===== config.mk =====
export PLATFORM = sky130hd
export DESIGN_NAME = init_sequencer
export DESIGN_NICKNAME = d
export VERILOG_FILES = /design/src/rtl/init_sequencer.sv
export SDC_FILE = /design/constraint.sdc
export NUM_CORES = 1
export LEC_CHECK = 0
export ABC_AREA = 1
export CAP_MARGIN = 20
export CORE_MARGIN = 5
export CORE_UTILIZATION = 50
export CTS_CLUSTER_DIAMETER = 100
export CTS_CLUSTER_SIZE = 12
export DETAILED_ROUTE_END_ITERATION = 10
export HOLD_SLACK_MARGIN = 0.02
export PLACE_DENSITY = 0.77
export SETUP_SLACK_MARGIN = 0.02
export SLEW_MARGIN = 20
export SYNTH_ARGS = -nofsm -noshare
export SYNTH_HDL_FRONTEND = slang
export SYNTH_SLANG_ARGS = --single-unit

===== constraint.sdc =====
create_clock -name clk -period 4.3 [get_ports clk]
set_input_delay 0.86 -clock clk [delete_from_list [all_inputs] [get_ports clk]]
set_output_delay 0.86 -clock clk [all_outputs]
set_load 0.03 [all_outputs]

===== src/rtl/init_sequencer.sv =====
// Bring-up sequencer: walks UNITS peripherals through a request/acknowledge init handshake.
// Optional per-unit timeout with fail reporting is compiled in when INIT_SEQ_TIMEOUT_EN is defined.
module init_sequencer #(
   parameter int UNITS         = 4,
   parameter int TIMEOUTCYCLES = 4096,
   parameter int SETTLECYCLES  = 16
) (
   input  logic                                 clk,
   input  logic                                 sync_rst_n,
   input  logic                                 clk_en,
   input  logic                                 init_pulse_in,
   input  logic                                 sync_rst_pulse_in,
   output logic [UNITS-1:0]                     init_req_out,
   input  logic [UNITS-1:0]                     init_ack_in,
   output logic [((UNITS > 1) ? $clog2(UNITS) : 1)-1:0] cur_unit_out,
   output logic                                 busy_out,
   output logic                                 ready_out,
   output logic [UNITS-1:0]                     fail_mask_out
);

   localparam int CUR_W = (UNITS > 1) ? $clog2(UNITS) : 1;
`ifdef INIT_SEQ_TIMEOUT_EN
   localparam int CNT_SPAN = (TIMEOUTCYCLES > SETTLECYCLES) ? TIMEOUTCYCLES : SETTLECYCLES;
`else
   localparam int CNT_SPAN = SETTLECYCLES;
`endif
   localparam int CNT_W = (CNT_SPAN > 1) ? $clog2(CNT_SPAN) : 1;

   localparam logic [CNT_W-1:0] SETTLE_LAST = CNT_W'(SETTLECYCLES - 1);
   localparam logic [CUR_W-1:0] LAST_UNIT   = CUR_W'(UNITS - 1);
`ifdef INIT_SEQ_TIMEOUT_EN
   localparam logic [CNT_W-1:0] TIMEOUT_LAST = CNT_W'(TIMEOUTCYCLES - 1);
`endif

   if (UNITS < 1 || UNITS > 16) begin : g_bad_units
      $error("init_sequencer: UNITS must be in 1..16");
   end
   if (TIMEOUTCYCLES < 1) begin : g_bad_timeout
      $error("init_sequencer: TIMEOUTCYCLES must be at least 1");
   end
   if (SETTLECYCLES < 1) begin : g_bad_settle
      $error("init_sequencer: SETTLECYCLES must be at least 1");
   end

   typedef enum logic [1:0] {
      IDLE,
      REQ,
      SETTLE,
      DONE
   } state_t;

   state_t           state_q, state_d;
   logic [CUR_W-1:0] cur_q,   cur_d;
   logic [CNT_W-1:0] cnt_q,   cnt_d;
   logic [UNITS-1:0] req_q,   req_d;
   logic             busy_q,  busy_d;
   logic             ready_q, ready_d;
`ifdef INIT_SEQ_TIMEOUT_EN
   logic [UNITS-1:0] fail_q,  fail_d;
`endif

   logic ack_cur;
   assign ack_cur = init_ack_in[cur_q];

   // One counter serves both REQ (timeout) and SETTLE (ack-low run); it is zeroed on every state entry.
   always_comb begin
      // NOTE: every signal gets its hold value first so no path through the case infers a latch.
      state_d = state_q;
      cur_d   = cur_q;
      cnt_d   = cnt_q;
`ifdef INIT_SEQ_TIMEOUT_EN
      fail_d  = fail_q;
`endif
      if (clk_en) begin
         if (sync_rst_pulse_in) begin
            state_d = IDLE;
            cur_d   = '0;
            cnt_d   = '0;
`ifdef INIT_SEQ_TIMEOUT_EN
            fail_d  = '0;
`endif
         end else begin
            unique case (state_q)
               IDLE, DONE: begin
                  if (init_pulse_in) begin
                     state_d = REQ;
                     cur_d   = '0;
                     cnt_d   = '0;
`ifdef INIT_SEQ_TIMEOUT_EN
                     fail_d  = '0;
`endif
                  end
               end
               REQ: begin
                  if (ack_cur) begin
                     state_d = SETTLE;
                     cnt_d   = '0;
                  end
`ifdef INIT_SEQ_TIMEOUT_EN
                  else if (cnt_q == TIMEOUT_LAST) begin
                     fail_d[cur_q] = 1'b1;
                     state_d       = SETTLE;
                     cnt_d         = '0;
                  end else begin
                     cnt_d = cnt_q + 1'b1;
                  end
`endif
               end
               SETTLE: begin
                  // A unit still holding its ack restarts the quiet period.
                  if (ack_cur) begin
                     cnt_d = '0;
                  end else if (cnt_q == SETTLE_LAST) begin
                     cnt_d = '0;
                     if (cur_q == LAST_UNIT) begin
                        state_d = DONE;
                     end else begin
                        state_d = REQ;
                        cur_d   = cur_q + 1'b1;
                     end
                  end else begin
                     cnt_d = cnt_q + 1'b1;
                  end
               end
               default: state_d = IDLE;
            endcase
         end
      end

      // Outputs are decoded from the next state so they leave the register aligned with it.
      req_d = '0;
      if (state_d == REQ) begin
         req_d[cur_d] = 1'b1;
      end
      busy_d  = (state_d == REQ) || (state_d == SETTLE);
      ready_d = (state_d == DONE);
   end

   always_ff @(posedge clk) begin
      // NOTE: non-blocking assignments so every register samples the pre-edge values together.
      if (!sync_rst_n) begin
         state_q <= IDLE;
         cur_q   <= '0;
         cnt_q   <= '0;
         req_q   <= '0;
         busy_q  <= 1'b0;
         ready_q <= 1'b0;
`ifdef INIT_SEQ_TIMEOUT_EN
         fail_q  <= '0;
`endif
      end else begin
         state_q <= state_d;
         cur_q   <= cur_d;
         cnt_q   <= cnt_d;
         req_q   <= req_d;
         busy_q  <= busy_d;
         ready_q <= ready_d;
`ifdef INIT_SEQ_TIMEOUT_EN
         fail_q  <= fail_d;
`endif
      end
   end

   assign init_req_out  = req_q;
   assign cur_unit_out  = cur_q;
   assign busy_out      = busy_q;
   assign ready_out     = ready_q;
`ifdef INIT_SEQ_TIMEOUT_EN
   assign fail_mask_out = fail_q;
`else
   assign fail_mask_out = '0;
`endif

endmodule


# --- Word level (Yosys, flattened, before mapping) ---
# Index checks and enable logic that the tools add are counted.
word_totals:
  elab_cells: 52
  regBits: 14
  in_bits: 9
  output_inout_bits: 12
op_classes:
  eq_ne: 10
  addsub: 2
  mux: 25
  order_cmp: 3
  n_reduce_logical: 6
op_table:
  columns: ["operator", "count"]
  rows:
  - ["$mux 2", 13]
  - ["$mux 4", 5]
  - ["$pmux 4 s3", 1]
  - ["$eq 2x2->1 const B", 5]
  - ["$lt 2x3->1 const B", 2]
  - ["$ne 3x3->1 const B", 2]
  - ["$pmux 2 s3", 1]
  - ["$add 4x1->4 const B", 1]
  - ["$eq 2x1->1 const B", 2]
  - ["$eq 4x4->1 const B", 1]
  - ["$pmux 2 s2", 1]
  - ["$reduce_and 3->1", 1]
  - ["$add 2x1->2 const B", 1]
  - ["$bmux 1 s2", 1]
  - ["$demux 1 s2", 1]
  - ["$ge 2x1->1 const B", 1]
  - ["$logic_not 2->1", 1]
  - ["$mux 1", 2]
  - ["$reduce_and 2->1", 1]
  - ["$reduce_or 2->1", 1]
  - ["$logic_and 1x1->1", 1]
  - ["$logic_or 1x1->1", 1]

# --- Logic depth before layout (Yosys ltp) ---
# Gate-level depths: netlist of run 1.
depth:
  depth_word: 11
  ltp_mapped: 13
  ltp_nobuf: 13

# --- Worst setup path before layout of run 1 ---
# OpenSTA, ideal clock, no wires.
synth_path:
  kind: "input-to-reg"
  from: "input init_ack_in[3]"
  to: "register req_q[1] (netlist: init_req_out[1])"
  slack_ps: 2523
  required_ps: 4238
  arrival_time_ps: 1714
  stages: 11
  setup_time_ps: 62
  path_buffers: 0
  path_cell_list: "inv_1 nand2_1 nand3_4 nand2_4 nand2_2 nand3_2 nand2_2 nand2_2 a21oi_4 nand2_4 nor2_2"
synth_via:
  elab_chain_len: 10
  word_cells_on_any_way: 18
  classes_between: "order compare: 2; eq/ne: 1; mux: 13; reduce/logical: 2"
synth_lines:
  columns: ["item", "line_no", "source"]
  rows:
  - ["from (decl)", "14", "input logic [UNITS-1:0] init_ack_in,"]
  - ["$bmux 1 s2 *", "63", "assign ack_cur = init_ack_in[cur_q];"]
  - ["$mux 1 (implied by the code) *", "63", null]
  - ["$mux 2", "111", "if (ack_cur) begin"]
  - ["$pmux 2 s2", "83", "unique case (state_q)"]
  - ["$mux 2", "75", "if (sync_rst_pulse_in) begin"]
  - ["$mux 2", "74", "if (clk_en) begin"]
  - ["$lt 2x3->1 (implied by the code) or $ge 2x1->1 (tied branches)", "133", "req_d[cur_d] = 1'b1;"]
  - ["$logic_and 1x1->1 (implied by the code)", "133", null]
  - ["$mux 1 (implied by the code)", "133", null]
  - ["$demux 1 s2", "133", null]
  - ["to (signal assigned)", "155", "req_q <= req_d;"]
  - ["to (decl)", "55", "logic [UNITS-1:0] req_q, req_d;"]
# Mark *: on every way between the ends. The rest lies on a longest branch, timed or not. The select of a mux whose other input is x is not followed.
# A chain may end at the register's enable or synchronous reset.

# --- Worst setup path after layout of run 1 ---
layout_path:
  from: "register cur_q[0] (netlist: cur_unit_out[0])"
  to: "output cur_unit_out[0] in the netlist's numbering"
layout_rtl:
  columns: ["item", "line_no", "source"]
  rows:
  - ["from (decl)", "53", "logic [CUR_W-1:0] cur_q, cur_d;"]
  - ["from (signal assigned)", "153", "cur_q <= cur_d;"]
  - ["to (decl)", "15", "output logic [((UNITS > 1) ? $clog2(UNITS) : 1)-1:0] cur_unit_out,"]
# No word-level cell between the ends.

==> summary.txt, run 1 <==
Detailed routing
  – Final wirelength: around 2100 um
  – Routed Antenna Nets: 0
  – Vias: 924
  – DR WL/cell: 10.8 um
  – Via/cell ratio: ~4.8
  – DRC viols: 0
  – Drt first pass iters: 4
  – DR iter-0 viols: 11

Placement
  – Pre-CTS WS: around 1900 ps
  – RePlAce Congestion: around 0.9
  – Port bufs: 16
  – Dpl hpwl: ~1700 um

Die
  – Die ar.: 2960 um2
  – Core area: ~1900 um2
  – Die Ht: ~54 um
  – Initial core utilization: about half
  – Chip width: 54.4 um
  – # IOs: 21
  – Cell Rows: 16

STA
  – FMAX: around 430 MHz
  – Setup-failing EPs final: 0
  – Final number of hold-violating endpoints: 0
  – Pins Over Slew Limit: 0
  – RSZ-0062 raised after global routing: no
  – Clock skew: roughly 2.2 ps
  – Crit path time final: about 2300 ps
  – Post-route setup slack: 1970 ps
  – Period utilization: 54.1%
  – Setup tns final: 0 ps

Global routing
  – Antenna violations before repair: 0
  – Total gr overflow: 0
  – Largest net degree at the start of global routing: 9
  – First-pass GRT wire length: about 3700 um
  – Gr usage total: 17.0%
  – Number of global-route vias before repair: slightly below 900

Layout
  – Diode count: 0
  – Synth-to-Final Area Change: 21.4%
  – Share of cells above drive strength 1: between 20 and 25%
  – Most common cell after layout, fill and taps aside: nand2_1
  – Most frequent cells in the layout: 38 x nand2_1, 16 x clkdlybuf4s50_1, 15 x nor2_1, 14 x dfxtp_1, 13 x inv_1
  – Layout Nets: 180

Critical path
  – Critical path, cell by cell: clkdlybuf4s50_1
  – Crit path max-delay family: buffers and inverters
  – Largest fanout on the critical path: 7
  – CP Data Required Time: 3440 ps
  – Critical path endpoint category: primary output
  – Setup CP Type: register to primary output
  – CP Launch Type: register
  – Bufs and invs on worst path: 1
  – Worst path arrival time: 1470 ps
  – Worst path slowest cell: clkdlybuf4s50_1
  – Max incr delay on CP: around 730 ps

CTS
  – CTS tree: built
  – Clock Sinks: 14
  – Htree depth: 1
  – Clk pin slew, worst setup/hold paths: 80 ps
  – Post-CTS Setup Inserts: 0
  – Later-pin clock latency in the skew report: about 270 ps
  – CTS Buf Count: 3
  – Max clock buf depth: 2
  – Clock tree root buffer cell: clkbuf_4
  – Post-CTS Hold Buffers: 0
  – Post_cts resized: 0

Synth
  – Leading area contributor after synthesis: dfxtp_1
  – Mapped Cells: between 100 and 150
  – Seq/Total Area, Yosys: about 28%
  – Synth top area share: 28.4%
  – Yosys cell types: 26
  – #FFs+latches synth: 14
  – Synth Cell Area: between 900 and 1000 um2
  – Synth top area cells: dfxtp_1 28%, nand2_1 14%, nand2_2 5.7%
  – Synth Warn #: 0
  – Avg Inst Size Synth: between 6 and 7 um2

Power
  – Switching Fraction: a little over a quarter
  – Leak: between 0.0005 and 0.0006 uW
  – Clock power frac: 33.2%
  – Cell-internal power: 202 uW
  – NetSw: about 72 uW
  – Peak supply drop: between 0.00015 and 0.0002 V
  – Combinational share of power: a little under a fifth
  – Seq pwr share: 48.4%
  – Pwr dens: between 200 and 250 nW/um2

Job
  – Max-cap violations: 0

Hold path
  – HP Class: register to register

Status
  – Run status: completed
==> logic make-up after synthesis <==
| logic type | after synthesis | share of synthesized area [%] |
|---|---|---|
| compound gates | 14 | 9.39 |
| fa+ha+maj | 3 | 3.81 |
| buf+inv | 28 | 12.2 |
| flops | 14 | 28.4 |
| other cells | 1 | 0.380 |
| simple gates | 88 | 45.8 |
==> synth_stat cells <==
library cell / number
nand3b_1: 1
nor3_1: 1
o31ai_2: 1
a21oi_4: 1
nand3_4: 2
inv_1: 13
conb_1: 1
buf_4: 4
dfxtp_1: 14
a21oi_1: 7
o21ai_1: 3
a21o_1: 1
clkinv_1: 2
nand2_2: 9
nand2_4: 2
nor4b_1: 1
a31oi_1: 1
inv_2: 9
nand2_1: 38
nand3_2: 2
ha_1: 3
nand4_1: 1
nor3_2: 1
nor2_1: 15
nand3_1: 10
nor2_2: 5
==> power by group through the flow <==
stage	Sequential, uW	Combinational, uW	Clock (uW)
floorplan	138	34.6	0
global placement	136	49.5	0
finish	133	50.3	90.9
global route	133	56.0	102
detailed placement	136	50.3	0
CTS	133	50.5	93.9
==> cell type report <==
cell class / count / area (um2)
Inverter: 24 / 90.1
Multi-Input combinational cell: 109 / 597
Sequential cell: 14 / 280
Fill cell: 193 / 724
Clock buffer: 4 / 36.3
Timing Repair Buffer: 16 / 160
Tap cell: 27 / 33.8
==> tightest hold or removal path: cells and delay by family, from the launching register on <==
family           cells  cell delay, ps
flip-flops           1             350
AND/OR/NAND/NOR      1              80
AO/OA/AOI/OAI        1              60
==> state kept, by name (all words and copies together) (netlist names) <==
name,count
cnt_q,4
init_req_out,4
cur_unit_out,2
state_q,2
busy_out,1
ready_out,1
==> layer usage <==
metal,up-vias,routed length (um),track usage [%]
met2,18,1010,29.1
li1,493,-,-
met3,2,56,2.72
met1,411,1010,21.1
met5,-,0,0
met4,0,15,6.64
==> final timing paths <==
check,start,endpoint,slack (ps),cells past startpoint
hold / removal,cnt_q[3],cnt_q[3],530,2
setup reg to reg,state_q[0],init_req_out[3],2570,12
setup / recovery,cur_unit_out[0],cur_unit_out[0],1970,1
hold reg to reg,cnt_q[3],cnt_q[3],530,2
==> stage by stage <==
step	util [%]	power (uW)	hold slack [ps]	instances	instance area, um2
5_1_grt	62.3	291	548	194	1200
3_3_place_gp	60.4	185	502	190	1160
6_report	62.3	274	526	194	1200
4_1_cts	62.3	277	527	194	1200
3_5_place_dp	60.4	186	515	190	1160
2_1_floorplan	-	173	474	151	997
Power figures use the tool's default switching activity.
==> inputs of run 2 (changes only) <==
- CORE_UTILIZATION: 50 -> 49
- PLACE_DENSITY: 0.77 -> 0.75
- clock period: 4.3 -> 2.2 ns (I/O delays scaled with it)
==> summary.txt, run 2 (synthesized netlist as in run 1, its figures left out) <==
Status
  – Run status: completed

Critical path
  – Cells on worst reg2reg path: 12 (unchanged)
  – Bufs and invs on worst path: 1 (unchanged)
  – Critical path, cell by cell: clkdlybuf4s50_1
  – R2R setup slack: 480 ps (-2090 ps)
  – Max incr delay on CP: 720 ps (about the same)
  – CP Data Required Time: 1760 ps (-1680 ps)
  – Reg2Reg Launch Point: state_q[0]
  – Worst path slowest cell: clkdlybuf4s50_1
  – Setup CP Type: register to primary output
  – Worst path arrival time: 1460 ps (about the same)
  – Crit path max-delay family: buffers and inverters
  – Largest fanout on the critical path: 5 (-2)
  – Critical path endpoint category: primary output
  – Crit Reg-Reg Endpoint: init_req_out[3]
  – CP Launch Type: register
  – Crit path depth: 1 (unchanged)

Placement
  – Dpl hpwl: 1710 um (+0.20%)
  – Port bufs: 16 (unchanged)
  – RePlAce Congestion: 0.912 (+3.2%)

Detailed routing
  – Drt first pass iters: 4 (unchanged)
  – DR iter-0 viols: 11 (unchanged)
  – Vias: 917 (-0.76%)
  – DR WL/cell: 10.7 um (-0.99%)
  – Final wirelength: 2080 um (-0.48%)
  – DRC viols: 0 (unchanged)
  – Routed Antenna Nets: 0 (unchanged)
  – Via/cell ratio: 4.70 (-1.3%)

Power
  – Combinational share of power: 18.6% (+0.2 points)
  – Leak: 0.000515 uW (+0.94%)
  – Peak supply drop: 0.000366 V (+92%)
  – Switching Fraction: 26.4% (about the same)
  – Seq pwr share: 48.2% (-0.2 points)
  – Cell-internal power: 395 uW (+96%)
  – Pwr dens: 446 nW/um2 (+95%)
  – NetSw: 142 uW (+96%)
  – Clock power frac: 33.1% (about the same)

Global routing
  – Antenna violations before repair: 0 (unchanged)
  – Number of global-route vias before repair: 894 (+1.9%)
  – First-pass GRT wire length: 3620 um (-2.4%)
  – Total gr overflow: 0 (unchanged)
  – Gr usage total: 16.6% (-0.38 points)
  – Largest net degree at the start of global routing: 9 (unchanged)

Layout
  – Most frequent cells in the layout: 38 x nand2_1, 16 x clkdlybuf4s50_1, 15 x nor2_1, 14 x dfxtp_1, 13 x inv_1
  – Diode count: 0 (unchanged)
  – Share of cells above drive strength 1: 22.0% (+0.47 points)
  – Most common cell after layout, fill and taps aside: nand2_1
  – Synth-to-Final Area Change: 22.2%
  – Layout Nets: 181 (+0.56%)

CTS
  – Clock Sinks: 14 (unchanged)
  – Clk pin slew, worst setup/hold paths: 80 ps (about the same)
  – Clock tree root buffer cell: clkbuf_4
  – Max clock buf depth: 2 (unchanged)
  – Post_cts resized: 0 (unchanged)
  – CTS tree: built
  – Later-pin clock latency in the skew report: 270 ps (about the same)
  – Post-CTS Hold Buffers: 0 (unchanged)
  – Htree depth: 1 (unchanged)
  – Post-CTS Setup Inserts: 0 (unchanged)
  – CTS Buf Count: 3 (unchanged)

STA
  – Worst hold slack: 529 ps (+3.83 ps)
  – FMAX: ~530 MHz
  – Final number of hold-violating endpoints: 0 (unchanged)
  – Pins Over Slew Limit: 0 (unchanged)
  – Clock skew: 2.95 ps (+0.746 ps)
  – RSZ-0062 raised after global routing: no
  – Setup tns final: 0 ps (unchanged)
  – Period utilization: roughly 86%
  – Setup-failing EPs final: 0 (unchanged)
  – Crit path time final: around 1900 ps

Hold path
  – Worst Hold Depth: 2 (unchanged)
  – Hold endpoint: cnt_q[2]
  – HP Class: register to register
  – Hold Path Origin: cnt_q[2]

Die
  – Initial core utilization: 50.8% (-0.53 points)
  – Die Ht: 54.9 um (+0.83%)
  – Chip width: 54.9 um (+0.83%)
  – Die ar.: 3010 um2 (+1.7%)
  – Cell Rows: 16 (unchanged)
  – # IOs: 21 (unchanged)
  – Core area: 1940 um2 (+1.0%)

Job
  – Max-cap violations: 0 (unchanged)
## run 2: metrics by stage
| stage | setup WS, ps | total power (uW) | instances | utilization [%] | cell area, um2 |
|---|---|---|---|---|---|
| global route | 210 | 567 | 195 | 62.0 | 1200 |
| global placement | 305 | 363 | 191 | 60.2 | 1170 |
| finish | 302 | 537 | 195 | 62.0 | 1200 |
| detailed placement | 249 | 365 | 191 | 60.2 | 1170 |
| CTS | 290 | 543 | 195 | 62.0 | 1200 |
| floorplan | 640 | 337 | 151 | - | 997 |
## run 2: routing by layer
layer  track usage, %  vias to the layer above  part of all wire [%]
met3             3.27                        2                   4.1
met2             28.0                       19                    48
li1                 -                      495                     -
met5                0                        -                     0
met4             6.64                        0                  0.91
met1             20.4                      401                    47
## run 2: worst max path at each step
| stage | from | end | slack, ps |
|---|---|---|---|
| finish | cur_unit_out[1] | cur_unit_out[1] | 300 |
| global route | cur_unit_out[0] | cur_unit_out[0] | 210 |
| global placement | clk_en | init_req_out[0] | 300 |
| detailed placement | clk_en | init_req_out[3] | 250 |
| floorplan | cur_unit_out[0] | init_req_out[1] | 640 |
| CTS | cur_unit_out[0] | cur_unit_out[0] | 290 |
## run 2: layout make-up
class                      count  area (um2)
timing repair buffer          17         168
multi-input combinational    109         597
inverter                      24        90.1
fill                         202         737
sequential                    14         280
tap                           27        33.8
clock buffer                   4        36.3
## run 2: power groups by stage
stage | sequential [uW] | clock, uW | combinational (uW)
finish | 259 | 178 | 100
global route | 259 | 197 | 111
CTS | 259 | 184 | 100
detailed placement | 265 | 0 | 99.6
global placement | 265 | 0 | 98.0
floorplan | 270 | 0 | 67.7
==> inputs of run 3 (changes only) <==
- CORE_UTILIZATION: 49 -> 45
- CTS_CLUSTER_DIAMETER: 100 -> 30
- PLACE_DENSITY: 0.75 -> 0.73
- clock period: 2.2 -> 1.6 ns (I/O delays scaled with it)
==> summary.txt, run 3 (synthesized netlist as in run 1, its figures left out) <==
Critical path
  – Largest fanout on the critical path: 4 (-1)
  – Crit path max-delay family: buffers and inverters
  – Worst path arrival time: 1750 ps (+290 ps)
  – CP Data Required Time: 1820 ps (+60 ps)
  – Worst path slowest cell: clkdlybuf4s50_1
  – Setup CP Type: primary input to register
  – Bufs and invs on worst path: 3 (+2)
  – CP Launch Type: primary input
  – Critical path, cell by cell: clkdlybuf4s50_1, inv_1, nor2_1, inv_1, a31oi_1, nand2_4, a21oi_4, nand2_4, nor2_4
  – Critical path endpoint category: register
  – Max incr delay on CP: 470 ps (-250 ps)

Layout
  – Synth-to-Final Area Change: 43.9%
  – Share of cells above drive strength 1: 38.6% (+17 points)
  – Most common cell after layout, fill and taps aside: nand2_1
  – Fillers: 199 (-1.5%)
  – Design area: 1420 um2 (+18%)
  – Layout Cells excl Fill: 212 (+8.7%)
  – Diode count: 0 (unchanged)
  – Most frequent cells in the layout: 34 x nand2_1, 17 x buf_4, 15 x nor2_1, 11 x inv_1, 11 x nand2_2
  – Layout Nets: 197 (+8.8%)

Detailed routing
  – Drt first pass iters: 4 (unchanged)
  – Via/cell ratio: 4.85 (+3.2%)
  – Routed Antenna Nets: 0 (unchanged)
  – DR iter-0 viols: 22 (+11)
  – Final wirelength: 2550 um (+23%)
  – DR WL/cell: 12.0 um (+13%)
  – DRC viols: 0 (unchanged)
  – Vias: 1029 (+12%)

STA
  – Clock skew: 2.23 ps (-0.725 ps)
  – Setup tns final: 0 ps (unchanged)
  – Pins Over Slew Limit: 0 (unchanged)
  – Crit path time final: 1530 ps
  – Period utilization: 95.5%
  – Final number of hold-violating endpoints: 0 (unchanged)
  – FMAX: 654 MHz
  – Post-route setup slack: 71.8 ps (-230 ps)
  – Worst hold slack: 517 ps (-12.5 ps)
  – Setup-failing EPs final: 0 (unchanged)
  – RSZ-0062 raised after global routing: yes

Power
  – Leak: 0.000645 uW (+25%)
  – Peak supply drop: 0.000484 V (+32%)
  – Pwr dens: 552 nW/um2 (+24%)

Die
  – Die Ht: 56.8 um (+3.6%)
  – Initial core utilization: 45.9% (-4.9 points)
  – Core area: 2150 um2 (+11%)
  – # IOs: 21 (unchanged)
  – Cell Rows: 17 (+1)
  – Die ar.: 3230 um2 (+7.3%)
  – Chip width: 56.8 um (+3.6%)

CTS
  – Clk pin slew, worst setup/hold paths: 80 ps (about the same)
  – CTS tree: built
  – Htree depth: 1 (unchanged)
  – Max clock buf depth: 2 (unchanged)
  – Later-pin clock latency in the skew report: 280 ps (about the same)
  – Clock tree root buffer cell: clkbuf_4
  – CTS Buf Count: 3 (unchanged)
  – Clock Sinks: 14 (unchanged)
  – Post-CTS Hold Buffers: 0 (unchanged)

Placement
  – RePlAce Congestion: 0.907 (-0.50%)
  – Inst Count DP: 203 (+6.3%)
  – Port bufs: 16 (unchanged)
  – Dpl hpwl: 1850 um (+8.2%)
  – Pre-CTS WS: -193 ps (-442 ps)
  – Placed Instance Area: 1250 um2 (+7.2%)

Job
  – Max-cap violations: 0 (unchanged)

Hold path
  – HP Class: register to register

Global routing
  – Number of global-route vias before repair: 918 (+2.7%)
  – Gr usage total: 15.9% (-0.74 points)
  – Total gr overflow: 0 (unchanged)
  – First-pass GRT wire length: 4020 um (+11%)
  – Antenna violations before repair: 0 (unchanged)
  – Largest net degree at the start of global routing: 9 (unchanged)

Status
  – Run status: completed
-- run 3: cell count changes in the layout (fill, tap and decap cells not counted), sizes merged --
| cell | before | now |
|---|---|---|
| inv | 22 | 23 |
| dlygate4sd2 | 0 | 8 |
| clkdlybuf4s50 | 16 | 8 |
| buf | 1 | 17 |
| clkinv | 2 | 1 |
-- run 3: path summary, 6_finish.rpt --
kind,startpoint,endpoint,slack [ps],cells after the start
setup / recovery,clk_en,init_req_out[3],70,9
hold / removal,cnt_q[2],cnt_q[2],520,2
setup reg to reg,state_q[0],init_req_out[3],80,11
hold reg to reg,cnt_q[2],cnt_q[2],520,2
-- run 3: layer usage --
layer	up-vias	GRT usage [%]	routed length, um
met4	0	6.95	47
met5	-	0	0
met1	473	19.3	1130
met3	5	2.99	116
met2	27	26.9	1260
li1	524	-	-
-- run 3: metrics by stage --
step           utilization (%)  total power [uW]
6_report                  66.0               784
5_1_grt                   66.0               825
4_1_cts                   61.2               773
3_5_place_dp              58.3               515
3_3_place_gp              58.3               513
2_1_floorplan                -               464
-- run 3: layout make-up --
cell class / count / area, um2 / area share, %
Timing Repair Buffer: 33 / 278 / 19.6
Inverter: 24 / 95.1 / 6.70
Sequential cell: 14 / 290 / 20.5
Clock buffer: 4 / 36.3 / 2.56
Multi-Input combinational cell: 109 / 684 / 48.2
Tap cell: 28 / 35.0 / 2.47
-- run 3: timing repair --
| action | CTS | global route |
|---|---|---|
| endpoints found under the setup margin | 17 | 13 |
| pin swaps | 2 | 13 |
| buffers inserted | 1 | 4 |
| hold endpoints to repair | 0 | 0 |
| cloned | 0 | 0 |
| gates resized for setup | 15 | 21 |
-- run 3: tightest hold or removal path, delay by kind of cell (launching register included) --
kind            cells  cell delay (ps)
flops               1              370
buf+inv             1               60
compound gates      1               50
-- run 3: where the power goes --
part | switching [uW] | total, uW | internal [uW] | leakage (uW)
clock network | 111 | 250 | 139 | 0.0000210
registers | 3.18 | 356 | 353 | 0.000116
logic | 103 | 178 | 75.4 | 0.000508
